==> config.mk <==
export PLATFORM = sky130hd
export DESIGN_NAME = memory_stage
export DESIGN_NICKNAME = d
export VERILOG_FILES = /design/src/rtl/riscv_mem_pkg.sv /design/src/rtl/lsu_align.sv /design/src/rtl/memory_stage.sv
export SDC_FILE = /design/constraint.sdc
export NUM_CORES = 1
export LEC_CHECK = 0
export BUFFER_PORTS_ARGS = -buffer_cell sky130_fd_sc_hd__buf_2
export CORE_ASPECT_RATIO = 0.5
export CORE_MARGIN = 2
export CORE_UTILIZATION = 40
export CTS_CLUSTER_DIAMETER = 100
export DETAILED_ROUTE_END_ITERATION = 10
export PLACE_DENSITY = 0.76
export SLEW_MARGIN = 10
export SYNTH_ARGS = -nofsm -noshare
export SYNTH_HDL_FRONTEND = slang
export SYNTH_SLANG_ARGS = --single-unit
==> constraint.sdc <==
create_clock -name clk -period 2 [get_ports clk]
set_input_delay 0.1 -clock clk [delete_from_list [all_inputs] [get_ports clk]]
set_output_delay 0.1 -clock clk [all_outputs]
set_load 0.01 [all_outputs]
==> src/rtl/riscv_mem_pkg.sv <==
// Shared encodings for the memory stage: control-word layout, wb_src and funct3
// codes, access sizes and the load/store FSM states.
package riscv_mem_pkg;

    // control_word_ex = {branch_taken, rf_wb, mem_we, wb_src[1:0], pc_src, rd[4:0], funct3[2:0]}
    localparam int CW_WIDTH     = 14;
    localparam int CW_BRANCH    = 13;
    localparam int CW_RF_WB     = 12;
    localparam int CW_MEM_WE    = 11;
    localparam int CW_WB_SRC_LO = 9;
    localparam int CW_PC_SRC    = 8;
    localparam int CW_RD_LO     = 3;
    localparam int CW_F3_LO     = 0;

    localparam logic [1:0] WB_ALU  = 2'b00;
    localparam logic [1:0] WB_LOAD = 2'b01;
    localparam logic [1:0] WB_PC4  = 2'b10;
    localparam logic [1:0] WB_ADR  = 2'b11;

    localparam logic [2:0] F3_LB  = 3'b000;
    localparam logic [2:0] F3_LH  = 3'b001;
    localparam logic [2:0] F3_LW  = 3'b010;
    localparam logic [2:0] F3_LBU = 3'b100;
    localparam logic [2:0] F3_LHU = 3'b101;
    localparam logic [2:0] F3_SB  = 3'b000;
    localparam logic [2:0] F3_SH  = 3'b001;
    localparam logic [2:0] F3_SW  = 3'b010;

    localparam logic [1:0] SZ_BYTE = 2'b00;
    localparam logic [1:0] SZ_HALF = 2'b01;
    localparam logic [1:0] SZ_WORD = 2'b10;

    typedef enum logic {
        IDLE   = 1'b0,
        WAIT_R = 1'b1
    } mem_state_e;

    function automatic logic [1:0] access_size(input logic [2:0] funct3);
        return funct3[1:0];
    endfunction

endpackage

==> src/rtl/lsu_align.sv <==
// Byte-lane steering for the data-memory port: byte enables, store replication,
// load extraction with sign/zero extension, and misalignment detection.
module lsu_align
    import riscv_mem_pkg::*;
(
    input  logic [1:0]  adr_lo,
    input  logic [2:0]  funct3,
    input  logic [31:0] store_data,
    input  logic [31:0] rdata,
    output logic        misalign,
    output logic [1:0]  lo_eff,
    output logic [3:0]  be,
    output logic [31:0] wdata,
    output logic [31:0] load_data
);

    logic [1:0]  size;
    logic [31:0] shifted;

    assign size = access_size(funct3);

    always_comb begin
        misalign = 1'b0;
        lo_eff   = adr_lo;
        be       = 4'b1111;
        wdata    = store_data;
        case (size)
            SZ_BYTE: begin
                lo_eff = adr_lo;
                be     = 4'b0001 << adr_lo;
                wdata  = {4{store_data[7:0]}};
            end
            SZ_HALF: begin
                misalign = adr_lo[0];
                lo_eff   = {adr_lo[1], 1'b0};
                be       = 4'b0011 << {adr_lo[1], 1'b0};
                wdata    = {2{store_data[15:0]}};
            end
            default: begin
                misalign = (adr_lo != 2'b00);
                lo_eff   = 2'b00;
                be       = 4'b1111;
                wdata    = store_data;
            end
        endcase
    end

    // Lane offset uses the forced-aligned address so unchecked accesses stay in-word.
    assign shifted = rdata >> {lo_eff, 3'b000};

    always_comb begin
        load_data = shifted;
        case (funct3)
            F3_LB:   load_data = {{24{shifted[7]}}, shifted[7:0]};
            F3_LH:   load_data = {{16{shifted[15]}}, shifted[15:0]};
            F3_LBU:  load_data = {24'b0, shifted[7:0]};
            F3_LHU:  load_data = {16'b0, shifted[15:0]};
            default: load_data = shifted;
        endcase
    end

endmodule

==> src/rtl/memory_stage.sv <==
// MEM pipeline stage: EX/MEM register, single-outstanding data-memory access
// FSM, and the MEM/WB register feeding write-back.
//
// state  | meaning
// IDLE   | no access in flight; request issued here for a held memory op
// WAIT_R | load granted, waiting for rvalid (request deasserted)
module memory_stage
    import riscv_mem_pkg::*;
#(
    parameter bit CHECK_ALIGN = 1'b1
) (
    input  logic        clk,
    input  logic        rst_n,
    input  logic        valid_ex,
    input  logic [13:0] control_word_ex,
    input  logic [31:0] calculated_adr,
    input  logic [31:0] pc_plus_4_ex,
    input  logic [31:0] ALU_result,
    input  logic [31:0] regfileb_ex,
    output logic        stall_mem,
    output logic        dmem_req,
    output logic        dmem_we,
    output logic [31:0] dmem_addr,
    output logic [3:0]  dmem_be,
    output logic [31:0] dmem_wdata,
    input  logic        dmem_gnt,
    input  logic        dmem_rvalid,
    input  logic [31:0] dmem_rdata,
    output logic        wb_valid,
    output logic        wb_rf_we,
    output logic [4:0]  wb_rd,
    output logic [31:0] wb_data,
    output logic        misalign_err
);

    logic        valid_q;
    logic        rf_wb_q;
    logic        mem_we_q;
    logic [1:0]  wb_src_q;
    logic [4:0]  rd_q;
    logic [2:0]  f3_q;
    logic [31:0] adr_q;
    logic [31:0] pc4_q;
    logic [31:0] alu_q;
    logic [31:0] rs2_q;

    mem_state_e  state;

    logic        is_load;
    logic        is_store;
    logic        memop;
    logic        misalign;
    logic        drop;
    logic        req;
    logic        complete;
    logic [1:0]  lo_eff;
    logic [3:0]  be;
    logic [31:0] wdata;
    logic [31:0] load_data;
    logic [31:0] wb_next;

    // Branch/PC-select bits are consumed upstream; this stage only forwards data.
    logic unused_ctrl;
    assign unused_ctrl = control_word_ex[CW_BRANCH] ^ control_word_ex[CW_PC_SRC] ^ lo_eff[0];

    always_ff @(posedge clk or negedge rst_n) begin
        if (!rst_n) begin
            valid_q  <= 1'b0;
            rf_wb_q  <= 1'b0;
            mem_we_q <= 1'b0;
            wb_src_q <= 2'b00;
            rd_q     <= 5'd0;
            f3_q     <= 3'd0;
            adr_q    <= 32'd0;
            pc4_q    <= 32'd0;
            alu_q    <= 32'd0;
            rs2_q    <= 32'd0;
        end else if (!stall_mem) begin
            valid_q  <= valid_ex;
            rf_wb_q  <= control_word_ex[CW_RF_WB];
            mem_we_q <= control_word_ex[CW_MEM_WE];
            wb_src_q <= control_word_ex[CW_WB_SRC_LO +: 2];
            rd_q     <= control_word_ex[CW_RD_LO +: 5];
            f3_q     <= control_word_ex[CW_F3_LO +: 3];
            adr_q    <= calculated_adr;
            pc4_q    <= pc_plus_4_ex;
            alu_q    <= ALU_result;
            rs2_q    <= regfileb_ex;
        end
    end

    lsu_align u_lsu_align (
        .adr_lo     (adr_q[1:0]),
        .funct3     (f3_q),
        .store_data (rs2_q),
        .rdata      (dmem_rdata),
        .misalign   (misalign),
        .lo_eff     (lo_eff),
        .be         (be),
        .wdata      (wdata),
        .load_data  (load_data)
    );

    assign is_store = mem_we_q;
    assign is_load  = !mem_we_q && (wb_src_q == WB_LOAD);
    assign memop    = is_store || is_load;
    assign drop     = CHECK_ALIGN && valid_q && memop && misalign && (state == IDLE);
    assign req      = (state == IDLE) && valid_q && memop && !drop;

    always_comb begin
        complete = 1'b0;
        case (state)
            IDLE:    complete = drop || (req && dmem_gnt && is_store);
            WAIT_R:  complete = dmem_rvalid;
            default: complete = 1'b0;
        endcase
    end

    assign stall_mem    = valid_q && memop && !complete;
    assign misalign_err = drop;

    // Request fields are gated by req so the port reads all-zero when idle.
    assign dmem_req   = req;
    assign dmem_we    = req && is_store;
    assign dmem_addr  = req ? {adr_q[31:2], 2'b00} : 32'd0;
    assign dmem_be    = req ? be : 4'd0;
    assign dmem_wdata = req ? wdata : 32'd0;

    always_ff @(posedge clk or negedge rst_n) begin
        if (!rst_n) begin
            state <= IDLE;
        end else begin
            case (state)
                IDLE: begin
                    if (req && dmem_gnt && is_load)
                        state <= WAIT_R;
                end
                WAIT_R: begin
                    if (dmem_rvalid)
                        state <= IDLE;
                end
                default: state <= IDLE;
            endcase
        end
    end

    always_comb begin
        wb_next = alu_q;
        case (wb_src_q)
            WB_ALU:  wb_next = alu_q;
            WB_LOAD: wb_next = load_data;
            WB_PC4:  wb_next = pc4_q;
            WB_ADR:  wb_next = adr_q;
            default: wb_next = alu_q;
        endcase
    end

    always_ff @(posedge clk or negedge rst_n) begin
        if (!rst_n) begin
            wb_valid <= 1'b0;
            wb_rf_we <= 1'b0;
            wb_rd    <= 5'd0;
            wb_data  <= 32'd0;
        end else if (stall_mem || !valid_q) begin
            wb_valid <= 1'b0;
            wb_rf_we <= 1'b0;
        end else begin
            wb_valid <= 1'b1;
            wb_rf_we <= rf_wb_q && !drop;
            wb_rd    <= rd_q;
            wb_data  <= wb_next;
        end
    end

endmodule

==> results.py <==
metrics = {
    "floorplanning": {
        "rows": 38,
        "core_area_mm2": 0.0220,
        "die_y_um": 110,
        "initial_core_util": 0.413,
        "ioPinCount": 290,
        "die_x_um": 217,
        "die_area_mm2": 0.0240,
    },
    "sta": {
        "fmax_mhz": 409,
        "relSlewSlack": 0.622,
        "hold_viol": 1,
        "min_period_ns": 2.45,
        "rsz0062_at_grt": "true",
        "layout_setup_ws_ns": -0.445,
        "skew_ns": 0.0201,
        "setup_viol": 234,
        "fin_crit_sh": 1.22,
        "worst_pin_slew_ns": 0.559,
        "timing.final.max_slew_violations": 0,
        "hold_slack_ns": -0.00342,
    },
    "logic_synthesis": {
        "synthTopCellsByArea": "dfrtp_1 50%, mux2_1 9.7%, mux2_2 8.9%",
        "synth_edf_count": 0,
        "async_flop_share": 1.00,
        "synth.avg_cell_area_um2": 11.3,
        "synth-seq-area-share": 0.499,
        "synth_warnings": 0,
        "ys_ff_latch": 181,
        "synth_ff_type": "dfrtp_1",
        "ys_types": 49,
        "netlist.area_leader.share": 0.499,
        "yosysTopAreaCell": "dfrtp_1",
        "synth_cells": 804,
        "synth_area_mm2": 0.00907,
    },
    "placement": {
        "port_buffers": 285,
        "globalplace.congestion": 0.919,
        "post-place-ws_ns": -0.205,
        "placed_cell_area_mm2": 0.0110,
        "hpwlAfterDp_um": 20600,
    },
    "route": {
        "drc_errors": 0,
        "viasPerCell": 5.97,
        "routed_wl_um": 42000,
        "drt_iter0_drc": 1303,
        "vias": 9606,
        "ant_nets": 0,
        "met1_length_um": 15100,
        "routedWlPerCell_um": 26.1,
        "maxUsedRoutingLayer": "met5",
        "dr.pass1.iters": 6,
        "wl_met3_um": 4560,
        "met2_length_um": 18600,
    },
    "grt": {
        "grt_pass1_vias": 9172,
        "antenna_found_initial": 9,
        "grt_usage": 0.282,
        "grt_pass1_wl_um": 51500,
        "grt_max_degree": 62,
        "overflow": 0,
    },
    "power_and_ir_drop": {
        "comb_power_share": 0.363,
        "powerDensity_mw_per_mm2": 902,
        "power_frac_seq": 0.356,
        "p_int_uw": 8840,
        "p_total_uw": 13400,
        "p_clk_frac": 0.281,
        "p_leak_uw": 0.00703,
        "p_sw_uw": 4600,
        "ir_drop_v": 0.000578,
        "swShare": 0.342,
    },
    "clock_tree": {
        "cts.path.max_buffers": 2,
        "worstSkewPairLatency_ns": 0.48,
        "htreeDepth": 4,
        "clk_pin_slew_ns": 0.07,
        "root_buffer": "clkbuf_16",
        "cts.sinks": 181,
        "cts_tree": "yes",
        "numCtsBuffers": 17,
    },
    "job": {
        "max_cap_viol_count": 0,
    },
    "finish": {
        "final_util": 0.678,
        "nets": 1471,
        "layout_commonest_cell": "buf_2",
        "area_delta_synth_final_pct": 64.1,
        "final_cell_mix": "267 x buf_2, 178 x dfrtp_1, 149 x dlygate4sd3_1",
        "drive_gt1_frac": 0.475,
        "fin_area_mm2": 0.0149,
    },
    "critical_path": {
        "endpoint_kind": "primary output",
        "crit_arrival_ns": 2.35,
        "cp_max_fo": 27,
        "path_class": "reg2out",
        "critPathLaunchType": "register",
        "cp.required_ns": 1.90,
    },
    "outcome": {
        "violations": "negative hold slack, negative setup slack",
        "status": "complete, but fails checks",
    },
    "min_path": {
        "holdCritPathClass": "in2reg",
    },
}
[cell usage after synthesis (all sizes together) (8+ instances only)]
cell type  count
dfrtp        181
mux2         150
nand2         72
nor2          71
o21ai         50
a21oi         41
and2          41
buf           36
clkbuf        28
mux2i         26
a211oi        17
a22oi         16
mux4          10
o221ai         8
[cell type report]
cell class              instances  area [um^2]
fillers                      1375         7080
multi-input cells             555         4860
flip-flops and latches        181         4530
repair buffers                532         4440
clock buffers                  18          439
well taps                     300          375
clock inverters                13          195
inverters                       5         31.3
diodes                          5         12.5
[final timing paths]
path | from | depth (start not counted) | slack [ns] | endpoint
worst max-delay path | valid_q | 5 | -0.45 | dmem_be[1]
worst min-delay path | dmem_rdata[20] | 3 | -0.003 | wb_data[20]
max in group asynchronous | rst_n | 3 | 1.09 | alu_q[11]
min in group asynchronous | rst_n | 2 | 0.17 | pc4_q[25]
worst min register to register | wb_data[12] | 2 | 0.49 | wb_data[12]
worst max register to register | adr_q[0] | 7 | -0.27 | alu_q[13]
[layer usage]
layer | track usage | up-vias
li1 | - | 3823
met1 | 0.345 | 4581
met2 | 0.460 | 853
met3 | 0.0576 | 345
met4 | 0.172 | 4
met5 | 0 | -
[registers in the layout, summed over array words and instances (netlist names)]
signal	count
wb_rf_we	1
state	1
wb_src_q	2
rs2_q	32
wb_data	32
pc4_q	32
rf_wb_q	1
is_store	1
rd_q	5
wb_rd	5
alu_q	32
wb_valid	1
f3_q	3
adr_q	32
valid_q	1
[worst max-delay path: stages (launching register included)]
cell	delay, ns
dfrtp_1	0.59
nand3b_1	0.29
nand2b_4	0.28
buf_12	0.20
nor3_4	0.31
buf_2	0.21
[through the flow]
| step | cells | TNS [ns] |
|---|---|---|
| 2_1_floorplan | 805 | -19.30 |
| 3_3_place_gp | 1371 | -4.59 |
| 3_5_place_dp | 1371 | -7.74 |
| 4_1_cts | 1575 | -4.30 |
| 5_1_grt | 1607 | -53.26 |
| 6_report | 1609 | -48.14 |
[logic make-up (layout without fill, tap and decap cells)]
| family | Yosys count | in the layout | share of synthesized area |
|---|---|---|---|
| and+or+nand+nor | 222 | 222 | 0.115 |
| muxes | 186 | 186 | 0.242 |
| DFF | 181 | 181 | 0.499 |
| AOI/OAI and AO/OA | 144 | 144 | 0.0996 |
| buffers and inverters | 69 | 568 | 0.0426 |
| other | 1 | 7 | 0.000413 |
| xor gates and xnor gates | 1 | 1 | 0.000966 |
[timing repair]
item / 4_1_cts / 5_1_grt
hold buffers: 148 / 1
cloned: 6 / 14
setup endpoints to repair: 218 / 247
pin swaps: 2 / 14
gates resized for setup: 43 / 217
endpoints found under the hold margin: 203 / 1
buffers inserted: 20 / 22
[power groups by stage]
stage	clock network, uW	logic [uW]	registers [uW]
after floorplan	0	1780	4780
after global placement	0	3060	4720
after detailed placement	0	3150	4750
after CTS	3700	3740	4690
after global routing	3920	5070	4830
final	3770	4880	4790
No activity file was read; power rests on OpenSTA's default activity.
